## config.mk

```make
export PLATFORM = sky130hd
export DESIGN_NAME = mmio_io_responder_flat
export DESIGN_NICKNAME = d
export VERILOG_FILES = /design/src/rtl/mmio_io_responder_if.sv /design/src/rtl/mmio_io_responder.sv /design/src/flat_wrapper.sv
export SDC_FILE = /design/constraint.sdc
export NUM_CORES = 1
export LEC_CHECK = 0
export ABC_AREA = 1
export CELL_PAD_IN_SITES_DETAIL_PLACEMENT = 0
export CELL_PAD_IN_SITES_GLOBAL_PLACEMENT = 1
export CORE_UTILIZATION = 34
export CTS_BUF_LIST = sky130_fd_sc_hd__clkbuf_4 sky130_fd_sc_hd__clkbuf_8
export CTS_CLUSTER_SIZE = 24
export DETAILED_ROUTE_END_ITERATION = 12
export HOLD_SLACK_MARGIN = 0.1
export PLACE_DENSITY = 0.91
export SETUP_SLACK_MARGIN = 0.4
export SYNTH_ARGS = -nofsm -noshare
export SYNTH_HDL_FRONTEND = slang
export SYNTH_SLANG_ARGS = --single-unit
```

## constraint.sdc

```tcl
create_clock -name clk -period 1.3 [get_ports clk]
set_clock_uncertainty 0.05 [all_clocks]
set_input_delay 0.26 -clock clk [delete_from_list [all_inputs] [get_ports clk]]
set_output_delay 0.26 -clock clk [all_outputs]
set_load 0.03 [all_outputs]
```

## src/rtl/mmio_io_responder_if.sv

```systemverilog
// Data-memory bus slice steered to the I/O window: single-cycle strobes and
// a registered read response.
interface mmio_io_responder_if #(
    parameter int unsigned addr_width = 10,
    parameter int unsigned data_width = 32
) ();
    logic                  wr_en;
    logic                  rd_en;
    logic [addr_width-1:0] addr;
    logic [data_width-1:0] wr_data;
    logic [data_width-1:0] rd_data;
    logic                  rd_valid;

    modport master (
        output wr_en, rd_en, addr, wr_data,
        input  rd_data, rd_valid
    );

    modport slave (
        input  wr_en, rd_en, addr, wr_data,
        output rd_data, rd_valid
    );
endinterface

```

## src/rtl/mmio_io_responder.sv

```systemverilog
// I/O window responder: two write/readback 7-segment registers and a
// debounced button status word with sticky press flags (cleared on read).
module mmio_io_responder #(
    parameter int unsigned          addr_width      = 10,
    parameter int unsigned          data_width      = 32,
    parameter logic [addr_width-1:0] SEG0_ADDR      = 10'h3FF,
    parameter logic [addr_width-1:0] SEG1_ADDR      = 10'h3FE,
    parameter logic [addr_width-1:0] BTN_ADDR       = 10'h3EF,
    parameter int unsigned          NUM_BTN         = 4,
    parameter int unsigned          DEBOUNCE_CYCLES = 16
) (
    input  logic               clk,
    input  logic               rst,
    mmio_io_responder_if.slave bus,
    output logic [7:0]         seg0,
    output logic [7:0]         seg1,
    input  logic [NUM_BTN-1:0] btn_in
);

    localparam int unsigned    CntW   = $clog2(DEBOUNCE_CYCLES);
    localparam logic [CntW-1:0] CntMax = CntW'(DEBOUNCE_CYCLES - 1);

    logic [7:0]            seg0_q, seg1_q;
    logic [data_width-1:0] rd_data_q, rd_data_d;
    logic                  rd_valid_q, rd_valid_d;
    logic [NUM_BTN-1:0]    sync1_q, sync2_q;
    logic [NUM_BTN-1:0]    deb_q, deb_d;
    logic [NUM_BTN-1:0]    sticky_q, sticky_d;
    logic [CntW-1:0]       cnt_q [NUM_BTN];
    logic [CntW-1:0]       cnt_d [NUM_BTN];

    logic rd_req, btn_rd;
    logic unused_wr_data;

    // A simultaneous write strobe suppresses the read.
    assign rd_req         = bus.rd_en & ~bus.wr_en;
    assign btn_rd         = rd_req && (bus.addr == BTN_ADDR);
    assign unused_wr_data = ^bus.wr_data[data_width-1:8];

    always_comb begin
        for (int i = 0; i < NUM_BTN; i++) begin
            deb_d[i] = deb_q[i];
            cnt_d[i] = '0;
            if (sync2_q[i] != deb_q[i]) begin
                if (cnt_q[i] == CntMax) begin
                    deb_d[i] = sync2_q[i];
                end else begin
                    cnt_d[i] = cnt_q[i] + CntW'(1);
                end
            end
        end
        // Set wins over the clear-on-read.
        sticky_d = (btn_rd ? '0 : sticky_q) | (deb_d & ~deb_q);
    end

    always_comb begin
        rd_data_d  = '0;
        rd_valid_d = 1'b0;
        if (rd_req) begin
            if (bus.addr == SEG0_ADDR) begin
                rd_valid_d     = 1'b1;
                rd_data_d[7:0] = seg0_q;
            end else if (bus.addr == SEG1_ADDR) begin
                rd_valid_d     = 1'b1;
                rd_data_d[7:0] = seg1_q;
            end else if (bus.addr == BTN_ADDR) begin
                rd_valid_d               = 1'b1;
                rd_data_d[NUM_BTN-1:0]   = deb_q;
                rd_data_d[16 +: NUM_BTN] = sticky_q;
            end
        end
    end

    always_ff @(posedge clk or negedge rst) begin
        if (!rst) begin
            seg0_q     <= '0;
            seg1_q     <= '0;
            rd_data_q  <= '0;
            rd_valid_q <= 1'b0;
        end else begin
            if (bus.wr_en && (bus.addr == SEG0_ADDR)) seg0_q <= bus.wr_data[7:0];
            if (bus.wr_en && (bus.addr == SEG1_ADDR)) seg1_q <= bus.wr_data[7:0];
            rd_data_q  <= rd_data_d;
            rd_valid_q <= rd_valid_d;
        end
    end

    always_ff @(posedge clk or negedge rst) begin
        if (!rst) begin
            sync1_q  <= '0;
            sync2_q  <= '0;
            deb_q    <= '0;
            sticky_q <= '0;
            for (int i = 0; i < NUM_BTN; i++) cnt_q[i] <= '0;
        end else begin
            sync1_q  <= btn_in;
            sync2_q  <= sync1_q;
            deb_q    <= deb_d;
            sticky_q <= sticky_d;
            for (int i = 0; i < NUM_BTN; i++) cnt_q[i] <= cnt_d[i];
        end
    end

    assign seg0         = seg0_q;
    assign seg1         = seg1_q;
    assign bus.rd_data  = rd_data_q;
    assign bus.rd_valid = rd_valid_q;

endmodule
```

## src/flat_wrapper.sv

```systemverilog
// flat-port wrapper written by rule: the top's interface ports become plain ports
module mmio_io_responder_flat 
#(
    parameter int unsigned          addr_width      = 10,
    parameter int unsigned          data_width      = 32,
    parameter logic [addr_width-1:0] SEG0_ADDR      = 10'h3FF,
    parameter logic [addr_width-1:0] SEG1_ADDR      = 10'h3FE,
    parameter logic [addr_width-1:0] BTN_ADDR       = 10'h3EF,
    parameter int unsigned          NUM_BTN         = 4,
    parameter int unsigned          DEBOUNCE_CYCLES = 16
)
  (clk, rst, seg0, seg1, btn_in, bus_wr_en, bus_rd_en, bus_addr, bus_wr_data, bus_rd_data, bus_rd_valid);
  mmio_io_responder_if #(.addr_width(addr_width), .data_width(data_width)) bus_i ();
  input  logic clk;
  input  logic rst;
  output logic [7:0] seg0;
  output logic [7:0] seg1;
  input  logic [NUM_BTN-1:0] btn_in;
  input wire logic [$bits(bus_i.wr_en)-1:0] bus_wr_en;
  input wire logic [$bits(bus_i.rd_en)-1:0] bus_rd_en;
  input wire logic [$bits(bus_i.addr)-1:0] bus_addr;
  input wire logic [$bits(bus_i.wr_data)-1:0] bus_wr_data;
  output wire logic [$bits(bus_i.rd_data)-1:0] bus_rd_data;
  output wire logic [$bits(bus_i.rd_valid)-1:0] bus_rd_valid;
  assign bus_i.wr_en = bus_wr_en;
  assign bus_i.rd_en = bus_rd_en;
  assign bus_i.addr = bus_addr;
  assign bus_i.wr_data = bus_wr_data;
  assign bus_rd_data = bus_i.rd_data;
  assign bus_rd_valid = bus_i.rd_valid;
  mmio_io_responder #(.addr_width(addr_width), .data_width(data_width), .SEG0_ADDR(SEG0_ADDR), .SEG1_ADDR(SEG1_ADDR), .BTN_ADDR(BTN_ADDR), .NUM_BTN(NUM_BTN), .DEBOUNCE_CYCLES(DEBOUNCE_CYCLES)) u_core (.clk(clk), .rst(rst), .bus(bus_i), .seg0(seg0), .seg1(seg1), .btn_in(btn_in));
endmodule
```

Word-level counts from Yosys, hierarchy flattened
Cells that the tools add are included.
- register bits after elaboration: 61
- bits in latches: 0
- RAM bits: 0
- bits in read-only memories: 0
- bits of input ports: 50
- memories kept: 0
- add/sub/neg operators: 4
- $mul: 0
- div/mod/pow operators: 0
- order comparisons: 0
- equality and inequality tests: 11
- shift-type cells: 0
- multiplexer cells: 30
- bitwise operators: 5
- reduce and logical (&&, ||, !) cells: 3
- operator list (cell ; number):
    two-way mux 4 bit ; 16
    == test 10 bit, second input constant ; 3
    adder 4 x 1 -> 4 bit, second input constant ; 4
    == test 4 bit, second input constant ; 4
    two-way mux 8 bit ; 2
    two-way mux 1 bit ; 12
    bitwise AND 4 bit ; 1
    != test 1 bit ; 4
    NOT 4 bit ; 1
    bitwise OR 4 bit ; 1
    logical AND 1 bit ; 3
    bitwise AND 1 bit ; 1
    NOT 1 bit ; 1

Logic depth before layout (Yosys ltp)
- depth after elaboration: 5
- depth in mapped cells: 8
- gate-level depth less buffers: 7

Worst setup path before layout
OpenSTA, ideal clock, no wires.
- path type: input-to-reg
- from: input bus_addr[7]
- to: register u_core.seg1_q[6], in the netlist u_core.seg1[6]
- library setup time: 0.119 ns
- arrival time: 1.065 ns
- data required time: 1.131 ns
- setup slack: 0.067 ns
- cell stages on the path: 8
- buffers on the path: 1
- cells stage by stage: nand2_2 nor2_4 nand2_2 nor2_4 nand2_4 buf_6 nand2_1 o21ai_2
- cells in the longest elaborated chain, start to end: 2
- RTL lines (what ; line ; RTL):
    start: declaration ; flat_wrapper.sv:21 ; input wire logic [$bits(bus_i.addr)-1:0] bus_addr;
    == test 10 bit ; mmio_io_responder.sv:82 ; if (bus.wr_en && (bus.addr == SEG1_ADDR)) seg1_q <= bus.wr_data[7:0];
    logical AND 1 bit ; mmio_io_responder.sv:82 ;
    end signal: assignment ; mmio_io_responder.sv:82 ;
    end: declaration ; mmio_io_responder.sv:23 ; logic [7:0] seg0_q, seg1_q;
No other way between the ends.
A chain may end at the register's enable or synchronous reset.

Worst setup path in the final report
- from: register u_core.seg1_q[1], in the netlist u_core.seg1[1]
- to: output seg1[1]
- RTL lines (what ; line ; RTL):
    end: declaration ; flat_wrapper.sv:17 ; output logic [7:0] seg1;
No word-level cell between the ends.

==> impl_results.md <==
- Status: complete, but fails checks
- Failing checks: negative hold slack
- Lkg Pwr: around 2.2 nW
- Hold WC Path Type: input port to asynchronous set/reset pin
- I/O Pins: 99
- Post-synth EDFFs: 0
- Starting density of the core: a little over a third
- Total CTS buffers: 9
- Reg2reg setup slack: 0.16 ns
- Via density per instance: 4.48
- Slowest cell on the critical path: dfrtp_1
- Reg-to-Reg End: u_core.cnt_q[0]$_DFF_PN0_
- Final worst path period need: ~1.2 ns
- Number of port buffers: 54
- Final Wtd Congestion: 0.813
- Num Clock Sinks: 61
- Area growth from synthesis to layout: 64.4%
- Final hold violations: 14
- Gr usage total: between 10% and 20%
- Max-cap violations: 0
- Critical Path Start: u_core.seg1[1]$_DFFE_PN0P_
- Final net count: about 460
- Sequential element share of the synthesized area: 56.0%
- Synth Warn #: 0
- CP peak stage delay: 0.42 ns
- Fin crit share: 94.3%
- Die Y-Extent: 91.6 µm
- DIE AREA: 0.00838 mm²
- Post-Syn Area: 0.00273 mm²
- Largest net degree at the start of global routing: 28
- First-pass GRT wire length: 10.3 mm
- #FFs+latches synth: between 60 and 70
- Startpoint type of the worst setup path: register
- Worst R2R Path Depth: 5
- FF/Latch Area: roughly 0.0015 mm²
- Via count: between 2000 and 2500
- Vias in the first global route: 2249
- Post-route ant nets: 0
- Dpl hpwl: 4.07 mm
- Dpl ws: -0.518 ns
- Drt first-iter violations: 65
- TritonRoute pass-1 iters: 4
- Initial antenna violation count: 0
- Worst EP arrival: 0.92 ns
- Reg-to-reg startpoint: u_core.cnt_q[1]$_DFF_PN0_
- CP max FO: 2
- Fraction of layout cells with a size suffix above 1: a little under three fifths
- CTS tree: built
- Multi-input gate area: 0.00140 mm²
- Clk_lat worst skew: 0.34 ns
- Max Slew Vio Count: 0
- CTS root buffer: clkbuf_8
- Ant diodes: 0
- CP Data Required Time: around 1 ns
- Die Span X: just over 90 µm
- Cell family with most CP delay: flip-flops
- Clock Tree Buf Depth: 2
- Total core area: 0.00773 mm²
- Worst path cell trace: buf_6
- Netlist cell types: 26
- Final Routed Wirelength: around 6.7 mm
- Synthesized area per cell: 9.78 µm²
- Worst Path Buf+Inv: 1
- Synth Flop Type: dfrtp_1
- Pwr Density: 934 mW/mm²
- Fmax: 815 MHz
- Clock slew at reported path FFs: 0.08 ns
- Filler Cells Inserted: 613
- Htree depth: 3
- Asr flop ratio synth: 100%
- Worst VDD drop: 0.450 mV
- RSZ-0062 raised after global routing: yes
- Critical Path Sink Type: primary output
- Setup CP Type: register to primary output
- Row count: 32
- DR DRC count: 0
- Avg WL per Cell: 13.2 µm
- Final setup fails: 0
- Min Hold Slack: -0.212 ns
- Post-synthesis cell count: 279
- Final WS setup: between 0.07 and 0.08 ns
- Grt ovf: 0
[how the worst max path moves through the flow]
| stage | endpoint | cells past startpoint |
|---|---|---|
| CTS | seg1[1] | 1 |
| global route | seg1[0] | 1 |
| finish | seg1[1] | 1 |
| detailed placement | u_core.seg1[5]$_DFFE_PN0P_ | 8 |
| global placement | u_core.seg1[2]$_DFFE_PN0P_ | 8 |
| floorplan | u_core.seg1[6]$_DFFE_PN0P_ | 8 |
[through the flow]
| stage | power [mW] | cell area [µm²] | utilization, % | instances | TNS [ns] |
|---|---|---|---|---|---|
| 2_1_floorplan | 2.27 | 2890 | - | 298 | 0 |
| 3_3_place_gp | 2.41 | 3450 | 44.6 | 446 | -14.23 |
| 3_5_place_dp | 2.43 | 3450 | 44.6 | 446 | -14.67 |
| 4_1_cts | 4.16 | 4100 | 53.0 | 494 | 0 |
| 5_1_grt | 4.34 | 4480 | 58.0 | 509 | 0 |
| 6_report | 4.19 | 4480 | 58.0 | 509 | 0 |
[sequential cells by signal (all words and copies together) (netlist names)]
register,count
u_core.bus.rd_data,12
u_core.sync2_q,4
u_core.sticky_q,4
u_core.bus.rd_valid,1
u_core.seg1,8
u_core.deb_q,4
u_core.sync1_q,4
u_core.seg0,8
u_core.cnt_q,16
[cells in the mapped netlist (2+ instances only)]
cell type | count | area [µm²]
a21oi_1 | 5 | 25.0
buf_6 | 2 | 22.5
nand2_1 | 54 | 203
nand3_1 | 10 | 50.1
o22ai_1 | 4 | 25.0
nand2_2 | 4 | 25.0
dfrtp_1 | 61 | 1530
o21ai_0 | 2 | 10.0
nor2_1 | 35 | 131
ha_1 | 4 | 50.1
nor2_4 | 2 | 22.5
o21ai_2 | 16 | 140
nand4_1 | 9 | 56.3
inv_1 | 29 | 109
buf_4 | 20 | 150
nand2_4 | 2 | 22.5
inv_2 | 3 | 11.3
xor2_1 | 7 | 61.3
and2_1 | 3 | 18.8
[timing repair]
item / 4_1_cts / 5_1_grt
hold endpoints to repair: 14 / 14
gates cloned: 0 / 2
gates resized for setup: 107 / 74
endpoints found under the setup margin: 82 / 82
pin swaps: 18 / 42
buffers inserted: 32 / 13
[where the power goes]
part / switching (mW) / total, mW / internal, mW
combinational: 0.295 / 0.527 / 0.232
clock: 0.760 / 1.66 / 0.902
sequential: 0.0519 / 2.00 / 1.95
[layout by cell type (no fill, tap or decap), types with 3 or more instances in the layout]
cell type / n
dfrtp_2: 3
clkdlybuf4s50_1: 12
nand2_2: 21
nand2_1: 23
nor2_4: 10
nand3_2: 3
clkbuf_8: 9
nand2_8: 4
buf_6: 43
buf_2: 5
o21ai_2: 18
buf_12: 4
and2_4: 3
dfrtp_1: 58
nand2_4: 14
nor2_2: 9
xor2_1: 4
buf_4: 45
ha_4: 4
a21oi_2: 5
inv_4: 3
nand3_1: 7
conb_1: 20
nand4_1: 9
inv_1: 23
o22ai_1: 4
nor2_1: 19
inv_2: 6
[area by class of cell]
cell class,count,share of cell area (%)
Clock buffer,10,2.93
Clock inverter,6,1.42
Inverter,33,3.04
Multi-Input combinational cell,184,31.2
Sequential cell,61,34.1
Tap cell,102,2.85
Timing Repair Buffer,113,24.4
[layer usage]
metal  global-route usage [%]  routed length [µm]  vias to the layer above
met1                     18.3                2650                     1105
li1                         -                   -                     1094
met5                        0                   0                        -
met2                     27.6                3610                       65
met3                     4.94                 293                       17
met4                     6.08                 151                        0
[cell families after synthesis]
logic type | after synthesis | share of synthesized area (%)
buf+inv | 55 | 10.9
fa+ha+maj | 4 | 1.83
xor+xnor | 8 | 2.57
compound gates | 27 | 7.34
simple gates | 123 | 21.2
other cells | 1 | 0.137
flops | 61 | 56.0
Note: power is estimated with default switching activity, not from simulation.
